$ cat src/rtl/demux_deser_pkg.sv
// rtl/demux_deser_pkg.sv - shared constants and types for the two-channel deserializer
package demux_deser_pkg;

  localparam int W_DEF = 8;

  typedef enum logic {
    CH0 = 1'b0,
    CH1 = 1'b1
  } ch_e;

  typedef enum logic {
    ST_EMPTY = 1'b0,
    ST_FULL  = 1'b1
  } hold_st_e;

  // Bit counter width; never below 1 so W=2 still gets a real counter.
  function automatic int cnt_w(input int w);
    return (w <= 2) ? 1 : $clog2(w);
  endfunction

endpackage

$ cat src/rtl/demux_deser_if.sv
// rtl/demux_deser_if.sv - serial input, per-channel word outputs and overflow flags
interface demux_deser_if
  import demux_deser_pkg::*;
#(
  parameter int W = W_DEF
);

  logic         din;
  logic         din_valid;
  logic         b;
  logic         y0_ready;
  logic         y1_ready;
  logic         ovf_clr;
  logic [W-1:0] y0;
  logic         y0_valid;
  logic [W-1:0] y1;
  logic         y1_valid;
  logic         ovf0;
  logic         ovf1;

  modport master (
    output din, din_valid, b, y0_ready, y1_ready, ovf_clr,
    input  y0, y0_valid, y1, y1_valid, ovf0, ovf1
  );

  modport slave (
    input  din, din_valid, b, y0_ready, y1_ready, ovf_clr,
    output y0, y0_valid, y1, y1_valid, ovf0, ovf1
  );

endinterface

$ cat src/rtl/demux_deser_chan.sv
// rtl/demux_deser_chan.sv - one channel: LSB-first shifter, bit counter, one-word holding register
module demux_chan
  import demux_deser_pkg::*;
#(
  parameter int W  = W_DEF,
  parameter int CW = cnt_w(W)
) (
  input  logic         clk,
  input  logic         rst,
  input  logic         bit_i,
  input  logic         bit_valid_i,
  input  logic         ready_i,
  input  logic         ovf_clr_i,
  output logic [W-1:0] word_o,
  output logic         valid_o,
  output logic         ovf_o
);

  logic [W-1:0]  shift_q, shift_d;
  logic [CW-1:0] cnt_q, cnt_d;
  logic [W-1:0]  word_q, word_d;
  hold_st_e      st_q, st_d;
  logic          ovf_q, ovf_d;

  logic complete;
  logic drain;
  logic load;

  always_ff @(posedge clk or posedge rst) begin
    if (rst) begin
      shift_q <= '0;
      cnt_q   <= '0;
      word_q  <= '0;
      st_q    <= ST_EMPTY;
      ovf_q   <= 1'b0;
    end else begin
      shift_q <= shift_d;
      cnt_q   <= cnt_d;
      word_q  <= word_d;
      st_q    <= st_d;
      ovf_q   <= ovf_d;
    end
  end

  always_comb begin
    shift_d  = shift_q;
    cnt_d    = cnt_q;
    word_d   = word_q;
    st_d     = st_q;
    ovf_d    = ovf_q;
    complete = bit_valid_i && (cnt_q == CW'(W - 1));
    drain    = (st_q == ST_FULL) && ready_i;
    load     = complete && ((st_q == ST_EMPTY) || drain);

    if (bit_valid_i) begin
      shift_d[cnt_q] = bit_i;
      cnt_d          = complete ? '0 : CW'(cnt_q + 1'b1);
    end

    // The completed word includes the bit arriving this cycle, so load from shift_d.
    if (load) begin
      word_d = shift_d;
    end

    case (st_q)
      ST_EMPTY: if (load)           st_d = ST_FULL;
      ST_FULL:  if (drain && !load) st_d = ST_EMPTY;
      default:                      st_d = ST_EMPTY;
    endcase

    // A drop in the same cycle as a clear must leave the flag set.
    if (ovf_clr_i) begin
      ovf_d = 1'b0;
    end
    if (complete && !load) begin
      ovf_d = 1'b1;
    end
  end

  assign word_o  = word_q;
  assign valid_o = (st_q == ST_FULL);
  assign ovf_o   = ovf_q;

endmodule

$ cat src/rtl/demux_deser.sv
// rtl/demux_deser.sv - routes the serial bit stream by b to two independent deserializing channels
module demux_deser
  import demux_deser_pkg::*;
#(
  parameter int W = W_DEF
) (
  input  logic          clk,
  input  logic          rst,
  demux_deser_if.slave  bus
);

  logic sel0;
  logic sel1;

  assign sel0 = bus.din_valid && (bus.b == CH0);
  assign sel1 = bus.din_valid && (bus.b == CH1);

  demux_chan #(.W(W)) u_chan0 (
    .clk        (clk),
    .rst        (rst),
    .bit_i      (bus.din),
    .bit_valid_i(sel0),
    .ready_i    (bus.y0_ready),
    .ovf_clr_i  (bus.ovf_clr),
    .word_o     (bus.y0),
    .valid_o    (bus.y0_valid),
    .ovf_o      (bus.ovf0)
  );

  demux_chan #(.W(W)) u_chan1 (
    .clk        (clk),
    .rst        (rst),
    .bit_i      (bus.din),
    .bit_valid_i(sel1),
    .ready_i    (bus.y1_ready),
    .ovf_clr_i  (bus.ovf_clr),
    .word_o     (bus.y1),
    .valid_o    (bus.y1_valid),
    .ovf_o      (bus.ovf1)
  );

endmodule

$ cat src/flat_wrapper.sv
// flat-port wrapper written by rule: the top's interface ports become plain ports
module demux_deser_flat import demux_deser_pkg::*;
#(
  parameter int W = W_DEF
)
  (clk, rst, bus_din, bus_din_valid, bus_b, bus_y0_ready, bus_y1_ready, bus_ovf_clr, bus_y0, bus_y0_valid, bus_y1, bus_y1_valid, bus_ovf0, bus_ovf1);
  demux_deser_if #(.W(W)) bus_i ();
  input  logic clk;
  input  logic rst;
  input wire logic [$bits(bus_i.din)-1:0] bus_din;
  input wire logic [$bits(bus_i.din_valid)-1:0] bus_din_valid;
  input wire logic [$bits(bus_i.b)-1:0] bus_b;
  input wire logic [$bits(bus_i.y0_ready)-1:0] bus_y0_ready;
  input wire logic [$bits(bus_i.y1_ready)-1:0] bus_y1_ready;
  input wire logic [$bits(bus_i.ovf_clr)-1:0] bus_ovf_clr;
  output wire logic [$bits(bus_i.y0)-1:0] bus_y0;
  output wire logic [$bits(bus_i.y0_valid)-1:0] bus_y0_valid;
  output wire logic [$bits(bus_i.y1)-1:0] bus_y1;
  output wire logic [$bits(bus_i.y1_valid)-1:0] bus_y1_valid;
  output wire logic [$bits(bus_i.ovf0)-1:0] bus_ovf0;
  output wire logic [$bits(bus_i.ovf1)-1:0] bus_ovf1;
  assign bus_i.din = bus_din;
  assign bus_i.din_valid = bus_din_valid;
  assign bus_i.b = bus_b;
  assign bus_i.y0_ready = bus_y0_ready;
  assign bus_i.y1_ready = bus_y1_ready;
  assign bus_i.ovf_clr = bus_ovf_clr;
  assign bus_y0 = bus_i.y0;
  assign bus_y0_valid = bus_i.y0_valid;
  assign bus_y1 = bus_i.y1;
  assign bus_y1_valid = bus_i.y1_valid;
  assign bus_ovf0 = bus_i.ovf0;
  assign bus_ovf1 = bus_i.ovf1;
  demux_deser #(.W(W)) u_core (.clk(clk), .rst(rst), .bus(bus_i));
endmodule
$ cat config.mk
export PLATFORM = sky130hd
export DESIGN_NAME = demux_deser_flat
export DESIGN_NICKNAME = d
export VERILOG_FILES = /design/src/rtl/demux_deser_pkg.sv /design/src/rtl/demux_deser_if.sv /design/src/rtl/demux_deser_chan.sv /design/src/rtl/demux_deser.sv /design/src/flat_wrapper.sv
export SDC_FILE = /design/constraint.sdc
export NUM_CORES = 1
export LEC_CHECK = 0
export CELL_PAD_IN_SITES_DETAIL_PLACEMENT = 2
export CELL_PAD_IN_SITES_GLOBAL_PLACEMENT = 2
export CORE_ASPECT_RATIO = 1.2
export CORE_MARGIN = 2
export CORE_UTILIZATION = 40
export DETAILED_ROUTE_END_ITERATION = 12
export GPL_TIMING_DRIVEN = 0
export PLACE_DENSITY = 0.91
export SLEW_MARGIN = 0
export SYNTH_ARGS = -nofsm -noshare
export SYNTH_HDL_FRONTEND = slang
export SYNTH_HIERARCHICAL = 1
export SYNTH_SLANG_ARGS = --single-unit
$ cat constraint.sdc
create_clock -name clk -period 3 [get_ports clk]
set_input_delay 0.9 -clock clk [delete_from_list [all_inputs] [get_ports clk]]
set_output_delay 0.9 -clock clk [all_outputs]
set_load 0.02 [all_outputs]
==> impl_metrics.csv <==
group,metric,value,unit
run_status,status,"completed",
synthesis,synth_mux_area_share,22.5,%
clocking,postCtsSetupBuffers,0,
timing,slew_viol_final,0,
timing,setup_tns,0,ns
routing,firstDrtPassIters,4,
pwr,power,2.23,mW
worst_setup_path,slowest_delay,0.48,ns
synthesis,synth_xor_area_share,0,%
timing,finalSetupViolCount,0,
clocking,cts_max_level,2,
routing,wl_per_cell,17.5,µm
timing,rsz0062_at_grt,"false",
global_route,grt_util_met2,31.7,%
synthesis,synth_edf_count,0,
worst_setup_path,crit_arrival,2.62,ns
timing,relSlewSlack,46.2,%
worst_setup_path,rr_worst_depth,6,
clocking,numCtsBuffers,5,
worst_setup_path,required,3.18,ns
global_route,top_usage_layer,"met2",
layout,stdcell_count,227,
pwr,vdd_drop_max,0.350,mV
global_route,first_global_vias,1389,
synthesis,synth_top_family_by_area,"multiplexers",
layout,areaGrowthSynthToFinish,23.5,%
global_route,antenna_found_initial,0,
synthesis,ys_types,24,
synthesis,synthArstFlopShare,100,%
timing,worst_pin_slew,0.806,ns
clocking,clk_latency,0.29,ns
die,start_util,41.8,%
synthesis,syn-mean-instance-area,14.3,µm²
routing,final_antenna_net_count,0,
timing,final-hold-violation-count,0,
pwr,power_density,941,mW/mm²
timing,fin_skew,0.00575,ns
clocking,cts_tree,"done",
worst_setup_path,crit_type,"in2reg",
clocking,hold_buffers,0,
routing,routed-via-count,1163,
global_route,met3_usage,3.81,%
synthesis,netlist_area,0.00192,mm²
global_route,gr-usage-all-layers,16.9,%
clocking,post_cts_resized,0,
global_route,overflow,0,
worst_setup_path,timing.rr.start,"u_core/u_chan0/cnt_q[1]",
die,rows,27,
pwr,power.leakage,1.07,nW
worst_setup_path,cp-startpoint,"bus_b",
die,die_h,79.9,µm
place,gp_congestion,0.722,
worst_setup_path,setup.worst_path.end_class,"flop",
layout,final_nets,180,
worst_setup_path,r2r_slack,1.11,ns
worst_setup_path,cpMaxStageDelayCell,"clkdlybuf4s50_1",
pwr,switchingPower,712,µW
synthesis,netlist_instances,134,
pwr,switching_share,31.9,%
routing,avgViaCountPerCell,5.12,
job,maxCapViolCount,0,
layout,fillCellCount,444,
timing,holdWs,0.497,ns
worst_setup_path,setup.worst_path.start_class,"input pin",
worst_hold_path,hold_class,"reg2reg",
worst_setup_path,r2r_end,"u_core/u_chan0/word_o[0]",
synthesis,synth_compound_area_share,1.43,%
synthesis,ys_warn_count,6,
clocking,clkSinkCount,42,
global_route,grt_max_degree,22,
layout,seq_area,0.00105,mm²
pwr,p_comb_share,40.0,%
pwr,clockPowerShare,19.4,%
routing,drt-total-wl,3980,µm
worst_setup_path,path_cells,"clkdlybuf4s50_1 > and2_2 > buf_6 > nand2_1 > nor2b_1 > buf_2 > mux2_2",
global_route,use_met1,18.6,%
pwr,p_int,1.52,mW
die,coreArea,0.00459,mm²
place,placed_cells,219,
synthesis,synthAdderAreaFrac,2.61,%
die,ios,28,
clocking,clk_root_buffer_cell,"clkbuf_8",
die,die_width,67.2,µm
timing,min_period,2.44,ns
clocking,clk_pin_slew,0.08,ns
place,post-dp-hpwl,2790,µm
place,port-buffer-count,27,
synthesis,syn-num-nets,146,
timing,fmax,410,MHz
worst_setup_path,crit_end,"u_core/u_chan1/word_o[3]",
pwr,seqPwrFrac,40.7,%
layout,n_antenna_cell,0,
routing,drtIter0Drc,18,
synthesis,synth-simple-area-share,13.6,%
routing,drc,0,
layout,multi_input_area,771,µm²
synthesis,synthFlopType,"dfrtp_1",
layout,drive_gt1_share,33.7,%
global_route,grt_pass1_wl,6610,µm
clocking,clockBufferDepth,2,
synthesis,synth-seq-area-share,54.8,%
timing,finalCritPeriodShare,81.3,%
worst_setup_path,critPathMaxFanout,10,
synthesis,ys_ff_latch,42,
die,dieArea,0.00537,mm²
-- per-stage QoR --
stage / cell area [µm²] / util, % / setup WS [ns]
after floorplan: 1920 / - / 0.833
after global placement: 2260 / 49.2 / 0.339
after detailed placement: 2260 / 49.2 / 0.253
after CTS: 2370 / 51.6 / 0.538
after global routing: 2370 / 51.6 / 0.485
final: 2370 / 51.6 / 0.560
-- flip-flops by register name, summed over array words and instances, names as in the netlist --
signal                  flops
u_core/u_chan0/shift_q      8
u_core/u_chan0/word_o       8
u_core/u_chan1/shift_q      8
u_core/u_chan1/word_o       8
u_core/u_chan0/cnt_q        3
u_core/u_chan1/cnt_q        3
u_core/u_chan0/ovf_o        1
u_core/u_chan0/valid_o      1
u_core/u_chan1/ovf_o        1
u_core/u_chan1/valid_o      1
-- layout make-up --
class	count	share of cell area (%)
flip-flops and latches	42	44.3
multi-input cells	76	32.5
repair buffers	27	11.4
well taps	58	3.06
plain buffers	9	3.01
clock buffers	5	2.90
clock inverters	3	1.69
inverters	7	1.11
-- logic make-up after synthesis --
logic type | after synthesis
adders and majority gates | 4
buffers and inverters | 16
AOI/OAI and AO/OA | 5
and+or+nand+nor | 32
muxes | 35
DFF | 42
-- metal layers --
| layer | up-vias | wire, µm | share of wire (%) |
|---|---|---|---|
| met1 | 599 | 1580 | 40 |
| li1 | 535 | - | - |
| met3 | 6 | 126 | 3.2 |
| met2 | 23 | 2230 | 56 |
| met4 | 0 | 40 | 1.0 |
| met5 | - | 0 | 0 |
-- Yosys cell counts, drive strengths merged (2+ instances only) --
| master | instances | share of area (%) |
|---|---|---|
| dfrtp | 42 | 55 |
| nor2 | 2 | 0.39 |
| nor4bb | 5 | 3.6 |
| ha | 4 | 2.6 |
| inv | 7 | 1.4 |
| o22ai | 2 | 0.65 |
| nand4 | 2 | 0.65 |
| o21ai | 3 | 0.78 |
| nand2 | 6 | 1.2 |
| nor4b | 2 | 1.6 |
| nor2b | 3 | 0.98 |
| buf | 9 | 3.7 |
| nand2b | 2 | 0.65 |
| nand4b | 6 | 2.7 |
| mux2 | 35 | 22 |
-- power groups by stage --
stage	Sequential [mW]	Clock, mW	Combinational (mW)
2_1_floorplan	0.992	0	0.491
3_3_place_gp	0.901	0	0.826
3_5_place_dp	0.920	0	0.884
4_1_cts	0.913	0.447	0.910
5_1_grt	0.939	0.466	0.964
6_report	0.907	0.433	0.891
-- placed cells by master (no fill, tap or decap), drive strengths merged --
cell | netlist | layout
clkdlybuf4s50 | 0 | 27
nand2 | 6 | 6
nand4b | 6 | 6
inv | 7 | 7
nor2 | 2 | 2
bufinv | 0 | 1
and2 | 1 | 1
clkbuf | 0 | 5
nor2b | 3 | 3
ha | 4 | 4
nand3b | 1 | 1
and2b | 1 | 1
mux2 | 35 | 35
nor4bb | 5 | 5
dfrtp | 42 | 42
nand4 | 2 | 2
clkinv | 0 | 2
nand2b | 2 | 2
and4bb | 1 | 1
nor4b | 2 | 2
o21ai | 3 | 3
o22ai | 2 | 2
buf | 9 | 9
-- how the worst min path moves through the flow --
stage	from	to	slack [ns]	depth (start not counted)
after floorplan	u_core/u_chan0/shift_q[5]	u_core/u_chan0/shift_q[5]	0.46	1
after global placement	u_core/u_chan0/shift_q[7]	u_core/u_chan0/shift_q[7]	0.46	1
after detailed placement	u_core/u_chan1/shift_q[5]	u_core/u_chan1/shift_q[5]	0.48	1
after CTS	u_core/u_chan0/shift_q[1]	u_core/u_chan0/shift_q[1]	0.50	1
after global routing	u_core/u_chan1/shift_q[7]	u_core/u_chan1/shift_q[7]	0.53	1
final	u_core/u_chan1/shift_q[2]	u_core/u_chan1/shift_q[2]	0.50	1
-- critical path: cells and delay by family --
| kind | cells | cell delay [ns] |
|---|---|---|
| AND/OR/NAND/NOR | 3 | 0.44 |
| multiplexers | 1 | 0.37 |
| buffers and inverters | 3 | 0.89 |
(Power assumes the default switching activity.)
